[config.mk]
export PLATFORM = sky130hd
export DESIGN_NAME = aud_playback_ctrl_flat
export DESIGN_NICKNAME = d
export VERILOG_FILES = /design/src/rtl/aud_pkg.sv /design/src/rtl/aud_playback_ctrl_if.sv /design/src/rtl/aud_rate_div.sv /design/src/rtl/aud_playback_ctrl.sv /design/src/flat_wrapper.sv
export SDC_FILE = /design/constraint.sdc
export NUM_CORES = 1
export LEC_CHECK = 0
export CORE_MARGIN = 1.5
export CORE_UTILIZATION = 25
export DETAILED_ROUTE_END_ITERATION = 10
export PLACE_DENSITY = 0.54
export SYNTH_ARGS = -nofsm -noshare
export SYNTH_HDL_FRONTEND = slang
export SYNTH_HIERARCHICAL = 1
export SYNTH_SLANG_ARGS = --single-unit
export TNS_END_PERCENT = 30
[constraint.sdc]
create_clock -name clk -period 3.5 [get_ports clk]
set_input_delay 0.35 -clock clk [delete_from_list [all_inputs] [get_ports clk]]
set_output_delay 0.35 -clock clk [all_outputs]
set_load 0.05 [all_outputs]
[src/rtl/aud_pkg.sv]
// Shared types and constants for the audio playback controller.
package aud_pkg;

  typedef enum logic [1:0] {
    ST_IDLE,
    ST_PRIME,
    ST_PLAY,
    ST_STOP
  } aud_state_e;

  localparam int LANES = 4;

  // Idle level for the PWM modulator: 2^(width-1).
  function automatic logic [31:0] midscale(input int width);
    return 32'd1 << (width - 1);
  endfunction

endpackage

[src/rtl/aud_playback_ctrl_if.sv]
// FIFO read port between the playback controller (master) and a first-word-fall-through FIFO (slave).
interface aud_playback_ctrl_if #(
  parameter int FIFO_DATA_WIDTH = 32
);
  logic [FIFO_DATA_WIDTH-1:0] fifo_rd_data;
  logic                       fifo_rd_en;
  logic                       fifo_empty;
  logic                       fifo_almost_empty;

  modport master (
    output fifo_rd_en,
    input  fifo_rd_data,
    input  fifo_empty,
    input  fifo_almost_empty
  );

  modport slave (
    input  fifo_rd_en,
    output fifo_rd_data,
    output fifo_empty,
    output fifo_almost_empty
  );
endinterface

[src/rtl/aud_rate_div.sv]
// Sample-rate divider: loadable down-counter that reloads itself and strobes tc_o when it hits zero.
module aud_rate_div #(
  parameter int DIV_WIDTH = 16
) (
  input  logic                 clk,
  input  logic                 rst,
  input  logic                 load_i,
  input  logic                 en_i,
  input  logic [DIV_WIDTH-1:0] reload_i,
  output logic                 tc_o
);
  logic [DIV_WIDTH-1:0] cnt_q, cnt_d;

  assign tc_o = en_i && (cnt_q == '0);

  always_comb begin
    cnt_d = cnt_q;
    if (load_i) begin
      cnt_d = reload_i;
    end else if (en_i) begin
      cnt_d = tc_o ? reload_i : cnt_q - DIV_WIDTH'(1);
    end
  end

  always_ff @(posedge clk or posedge rst) begin
    if (rst) cnt_q <= '0;
    else     cnt_q <= cnt_d;
  end
endmodule

[src/rtl/aud_playback_ctrl.sv]
// Audio playback controller: pops 4-lane words from a FWFT FIFO and paces samples out at rate_div+1.
// Optional feature: define AUD_UNDERRUN_CNT_EN to add the saturating 16-bit underrun_count output.
module aud_playback_ctrl
  import aud_pkg::*;
#(
  parameter int DATA_WIDTH      = 8,
  parameter int FIFO_DATA_WIDTH = 4 * DATA_WIDTH,
  parameter int DIV_WIDTH       = 16
) (
  input  logic                   clk,
  input  logic                   rst,
  input  logic                   start,
  input  logic                   stop,
  input  logic [DIV_WIDTH-1:0]   rate_div,
  aud_playback_ctrl_if.master    fifo,
  output logic [DATA_WIDTH-1:0]  sample,
  output logic                   sample_valid,
  output logic                   aud_en,
  output logic                   busy,
  output logic                   underrun
`ifdef AUD_UNDERRUN_CNT_EN
  ,
  output logic [15:0]            underrun_count
`endif
);
  localparam int                    LANE_W    = $clog2(LANES);
  localparam logic [DATA_WIDTH-1:0] MIDSCALE  = DATA_WIDTH'(midscale(DATA_WIDTH));
  localparam logic [LANE_W-1:0]     LAST_LANE = LANE_W'(LANES - 1);

  aud_state_e                 state_q, state_d;
  logic [DIV_WIDTH-1:0]       rate_q;
  logic [FIFO_DATA_WIDTH-1:0] word_q;
  logic [LANE_W-1:0]          lane_q;
  logic [DATA_WIDTH-1:0]      sample_q, sample_d, lane_data;
  logic                       sample_valid_q, underrun_q, underrun_d;
  logic                       tc, last_lane, rd_en, prime_load, latch_rate, div_en;

  aud_rate_div #(.DIV_WIDTH(DIV_WIDTH)) u_rate_div (
    .clk      (clk),
    .rst      (rst),
    .load_i   (prime_load),
    .en_i     (div_en),
    .reload_i (rate_q),
    .tc_o     (tc)
  );

  assign lane_data = word_q[int'(lane_q) * DATA_WIDTH +: DATA_WIDTH];
  assign last_lane = (lane_q == LAST_LANE);

  // NOTE: sequential state uses non-blocking assignments so every flop samples pre-edge values.
  always_ff @(posedge clk or posedge rst) begin
    if (rst) state_q <= ST_IDLE;
    else     state_q <= state_d;
  end

  // NOTE: every always_comb output gets a default first, so no path can infer a latch.
  always_comb begin
    state_d = state_q;
    unique case (state_q)
      ST_IDLE:  if (start && !stop) state_d = ST_PRIME;
      ST_PRIME: if (stop) state_d = ST_IDLE;
                else if (!fifo.fifo_almost_empty && !fifo.fifo_empty) state_d = ST_PLAY;
      ST_PLAY:  if (tc && last_lane) begin
                  if (stop)                  state_d = ST_IDLE;
                  else if (fifo.fifo_empty)  state_d = ST_PRIME;
                end else if (stop) begin
                  state_d = ST_STOP;
                end
      ST_STOP:  if (tc && last_lane) state_d = ST_IDLE;
      default:  state_d = ST_IDLE;
    endcase
  end

  // The refill pop shares the edge that registers the lane-3 sample, so strobes never gap.
  always_comb begin
    rd_en      = 1'b0;
    prime_load = 1'b0;
    latch_rate = 1'b0;
    div_en     = 1'b0;
    underrun_d = 1'b0;
    unique case (state_q)
      ST_IDLE:  latch_rate = start && !stop;
      ST_PRIME: begin
        prime_load = !stop && !fifo.fifo_almost_empty && !fifo.fifo_empty;
        rd_en      = prime_load;
      end
      ST_PLAY: begin
        div_en = 1'b1;
        if (tc && last_lane && !stop) begin
          rd_en      = !fifo.fifo_empty;
          underrun_d = fifo.fifo_empty;
        end
      end
      ST_STOP:  div_en = 1'b1;
      default:  ;
    endcase

    sample_d = sample_q;
    if (tc) sample_d = lane_data;
    else if (state_d == ST_IDLE || state_d == ST_PRIME) sample_d = MIDSCALE;
  end

  // NOTE: data registers are reset too, so a restart after rst never sees stale lanes or rates.
  always_ff @(posedge clk or posedge rst) begin
    if (rst) begin
      rate_q         <= '0;
      word_q         <= '0;
      lane_q         <= '0;
      sample_q       <= MIDSCALE;
      sample_valid_q <= 1'b0;
      underrun_q     <= 1'b0;
    end else begin
      if (latch_rate) rate_q <= rate_div;
      if (rd_en)      word_q <= fifo.fifo_rd_data;
      if (prime_load) lane_q <= '0;
      else if (tc)    lane_q <= lane_q + LANE_W'(1);
      sample_q       <= sample_d;
      sample_valid_q <= tc;
      underrun_q     <= underrun_d;
    end
  end

`ifdef AUD_UNDERRUN_CNT_EN
  logic [15:0] urun_cnt_q;

  always_ff @(posedge clk or posedge rst) begin
    if (rst) urun_cnt_q <= '0;
    else if (underrun_d && urun_cnt_q != 16'hFFFF) urun_cnt_q <= urun_cnt_q + 16'd1;
  end

  assign underrun_count = urun_cnt_q;
`endif

  assign fifo.fifo_rd_en = rd_en;
  assign sample          = sample_q;
  assign sample_valid    = sample_valid_q;
  assign underrun        = underrun_q;
  assign busy            = (state_q != ST_IDLE);
  assign aud_en          = (state_q == ST_PLAY) || (state_q == ST_STOP);
endmodule
[src/flat_wrapper.sv]
// flat-port wrapper written by rule: the top's interface ports become plain ports
module aud_playback_ctrl_flat import aud_pkg::*;
#(
  parameter int DATA_WIDTH      = 8,
  parameter int FIFO_DATA_WIDTH = 4 * DATA_WIDTH,
  parameter int DIV_WIDTH       = 16
)
  (clk, rst, start, stop, rate_div, sample, sample_valid, aud_en, busy, underrun, fifo_fifo_rd_en, fifo_fifo_rd_data, fifo_fifo_empty, fifo_fifo_almost_empty);
  aud_playback_ctrl_if #(.FIFO_DATA_WIDTH(FIFO_DATA_WIDTH)) fifo_i ();
  input  logic clk;
  input  logic rst;
  input  logic start;
  input  logic stop;
  input  logic [DIV_WIDTH-1:0] rate_div;
  output logic [DATA_WIDTH-1:0] sample;
  output logic sample_valid;
  output logic aud_en;
  output logic busy;
  output logic underrun;
  output wire logic [$bits(fifo_i.fifo_rd_en)-1:0] fifo_fifo_rd_en;
  input wire logic [$bits(fifo_i.fifo_rd_data)-1:0] fifo_fifo_rd_data;
  input wire logic [$bits(fifo_i.fifo_empty)-1:0] fifo_fifo_empty;
  input wire logic [$bits(fifo_i.fifo_almost_empty)-1:0] fifo_fifo_almost_empty;
  assign fifo_fifo_rd_en = fifo_i.fifo_rd_en;
  assign fifo_i.fifo_rd_data = fifo_fifo_rd_data;
  assign fifo_i.fifo_empty = fifo_fifo_empty;
  assign fifo_i.fifo_almost_empty = fifo_fifo_almost_empty;
  aud_playback_ctrl #(.DATA_WIDTH(DATA_WIDTH), .FIFO_DATA_WIDTH(FIFO_DATA_WIDTH), .DIV_WIDTH(DIV_WIDTH)) u_core (.clk(clk), .rst(rst), .start(start), .stop(stop), .rate_div(rate_div), .fifo(fifo_i), .sample(sample), .sample_valid(sample_valid), .aud_en(aud_en), .busy(busy), .underrun(underrun));
endmodule
==> results.cfg <==
[layout]
diodes = 0
final_nets = 436
drive_above_1_share_pct = 24.7
final_common_cell = dfrtp_1
areaGrowthSynthToFinish_pct = 31.2
fin_util_pct = 33.7
fin_area_sq_um = 5140
layout_common_cells = dfrtp_1, clkdlybuf4s50_1, mux2_4
finalNonFillerCells = 592

[timing]
final-setup-viol-count = 0
slew_violations = 0
maxSlewHeadroom_pct = 48.9
max_freq_mhz = 305
fin_setup_tns_ns = 0
tightest_slew_ns = 0.765
finalHoldViolations = 0
clock_skew_ns = 0.00743
finalCriticalPeriod_ns = 3.28
post-route-period-util_pct = 93.6

[drt]
firstDrtPassIters = 4
drt_wl_total_mm = 9.21
viasPerCell = 4.47
drt_iter0_drc = 169
drc_errors = 0
vias = 2647
antenna_left = 0
wire_per_inst_um = 15.6

[die]
boundaryPins = 67
dieArea_sq_um = 16400
core_area_sq_um = 15300
initial_core_util_pct = 25.7
rows = 45
die_y_um = 128
die_x_um = 128

[pwr]
max-vdd-ir-drop_mv = 0.289
p_leak_nw = 2.22
p_total_w = 0.00391
powerDensity_nw_per_um2 = 759

[setup_path]
ff2ff_path_depth = 12
cp.arrival_ns = 2.93
criticalPathCategory = reg2out
startpoint_type = register
crit_fanout = 14
cp-end-kind = output pin
crit_required_ns = 3.15

[cts]
ctsHoldBuffers = 0
htree_levels = 3
ctsRootBufferMaster = clkbuf_16
clkSlewWorstSetupHoldPaths_ns = 0.06
clk_path_buf_depth = 2
cts_buffers = 9
clk_latency_ns = 0.34
cts_tree = done
cts_sinks = 78

[logic_synthesis]
synth_cell_types = 61
synth_edf_count = 0
ys.flop_type = dfrtp_1
netlist_instances = 304
synth_seq_area_share_pct = 49.8
syn-num-nets = 364
synth-async-reset-ratio_pct = 100
yosysWarnings = 6
syn-mean-instance-area_sq_um = 12.9
ys_ff_latch = 78
synth_area_sq_um = 3920

[grt]
grt_pass1_wl_mm = 15.3
grt_usage_pct = 12.2
grt_pass1_vias = 2910
grt_overflow_total = 0
grt_max_degree = 42
antenna_found_initial = 0

[placement]
placed_cells = 576
io_buffer_count = 66
dp_hpwl_mm = 6.61
gp_congestion = 0.801
place_area_sq_um = 4830

[run_status]
outcome = finished clean

[job]
maxCapViolations = 0

[hold_path]
min_path_type = in2async
-- routing by layer --
layer	share of wire, %	track usage (%)	routed length [um]
met2	47	19.6	4300
met5	0	0	0
met1	46	15.9	4270
met3	5.7	3.51	522
met4	1.2	3.77	114
-- worst paths after layout --
kind	from	endpoint	slack, ns
setup reg to reg	u_core/state_q[0]	u_core/word_q[25]	0.51
hold / removal	rst	u_core/rate_q[9]	0.40
max in group asynchronous	rst	u_core/word_q[17]	2.17
min in group clk	u_core/rate_q[8]	u_core/u_rate_div/cnt_q[8]	0.48
hold reg to reg	u_core/rate_q[8]	u_core/u_rate_div/cnt_q[8]	0.48
setup / recovery	u_core/state_q[0]	fifo_fifo_rd_en	0.22
-- registers in the layout, indices dropped and copies added, names as in the netlist --
name and cells:
u_core/lane_q 2, u_core/state_q 2, u_core/sample_valid 1, u_core/sample 8
u_core/word_q 32, u_core/rate_q 16, u_core/u_rate_div/cnt_q 16, u_core/underrun 1
-- logic make-up (layout without fill, tap and decap cells) --
| kind of cell | count (synthesis) | in the layout | synth area share [%] |
|---|---|---|---|
| AOI/OAI and AO/OA | 48 | 48 | 9.61 |
| xor gates and xnor gates | 4 | 4 | 0.894 |
| adders and majority gates | 6 | 6 | 1.91 |
| buffers and inverters | 33 | 110 | 4.21 |
| DFF | 78 | 78 | 49.8 |
| muxes | 57 | 57 | 21.4 |
| and+or+nand+nor | 78 | 78 | 12.2 |
-- power breakdown --
group	total, W	switching (W)	internal (W)
combinational	0.00136	0.000567	0.000797
clock	0.000923	0.000372	0.000551
sequential	0.00162	0.000330	0.00129
-- repair_timing --
action                     CTS  global route
resized for setup            1             2
buffers inserted             0             0
pin swaps                    0             0
setup endpoints to repair    1             1
-- synthesized netlist by cell type (3+ instances only) --
| library cell | count | area share [%] |
|---|---|---|
| inv_1 | 20 | 1.9 |
| nand2_1 | 20 | 1.9 |
| buf_2 | 3 | 0.38 |
| a21oi_1 | 9 | 1.1 |
| and2_1 | 4 | 0.64 |
| mux2_4 | 29 | 11 |
| nand2b_1 | 3 | 0.48 |
| o31ai_1 | 7 | 1.3 |
| mux4_2 | 8 | 4.6 |
| ha_1 | 6 | 1.9 |
| nor2_1 | 14 | 1.3 |
| mux2_2 | 19 | 5.5 |
| nor3_1 | 6 | 0.77 |
| o21a_1 | 4 | 0.77 |
| dfrtp_1 | 77 | 49 |
| nor4_1 | 3 | 0.48 |
| clkbuf_1 | 4 | 0.38 |
| buf_6 | 3 | 0.86 |
| o21ai_0 | 4 | 0.51 |
| nor4_4 | 3 | 1.6 |
| nand3_1 | 6 | 0.77 |
-- per-stage QoR --
| step | setup WS [ns] | hold WS (ns) |
|---|---|---|
| finish | 0.224 | 0.398 |
| global route | -0.00818 | 0.448 |
| CTS | 0.121 | 0.402 |
| detailed placement | 0.348 | 0.481 |
| global placement | 0.470 | 0.481 |
| floorplan | 0.474 | 0.264 |
-- cell type report --
cell class / count / area, sq um
Fill cell: 1517 / 10100
Clock buffer: 10 / 229
Sequential cell: 78 / 1950
Timing Repair Buffer: 73 / 736
Clock inverter: 6 / 62.6
Inverter: 21 / 78.8
Tap cell: 211 / 264
Multi-Input combinational cell: 193 / 1820
-- worst max-delay path: stages (launching register included) --
cell	delay, ns
dfrtp_1	0.40
inv_1	0.09
ha_1	0.28
or2_4	0.32
nand2_1	0.17
inv_1	0.09
nand4_1	0.12
inv_1	0.07
nand2_1	0.16
nor4b_4	0.08
o21ai_4	0.45
inv_1	0.16
buf_12	0.18
Power figures use the tool's default switching activity.
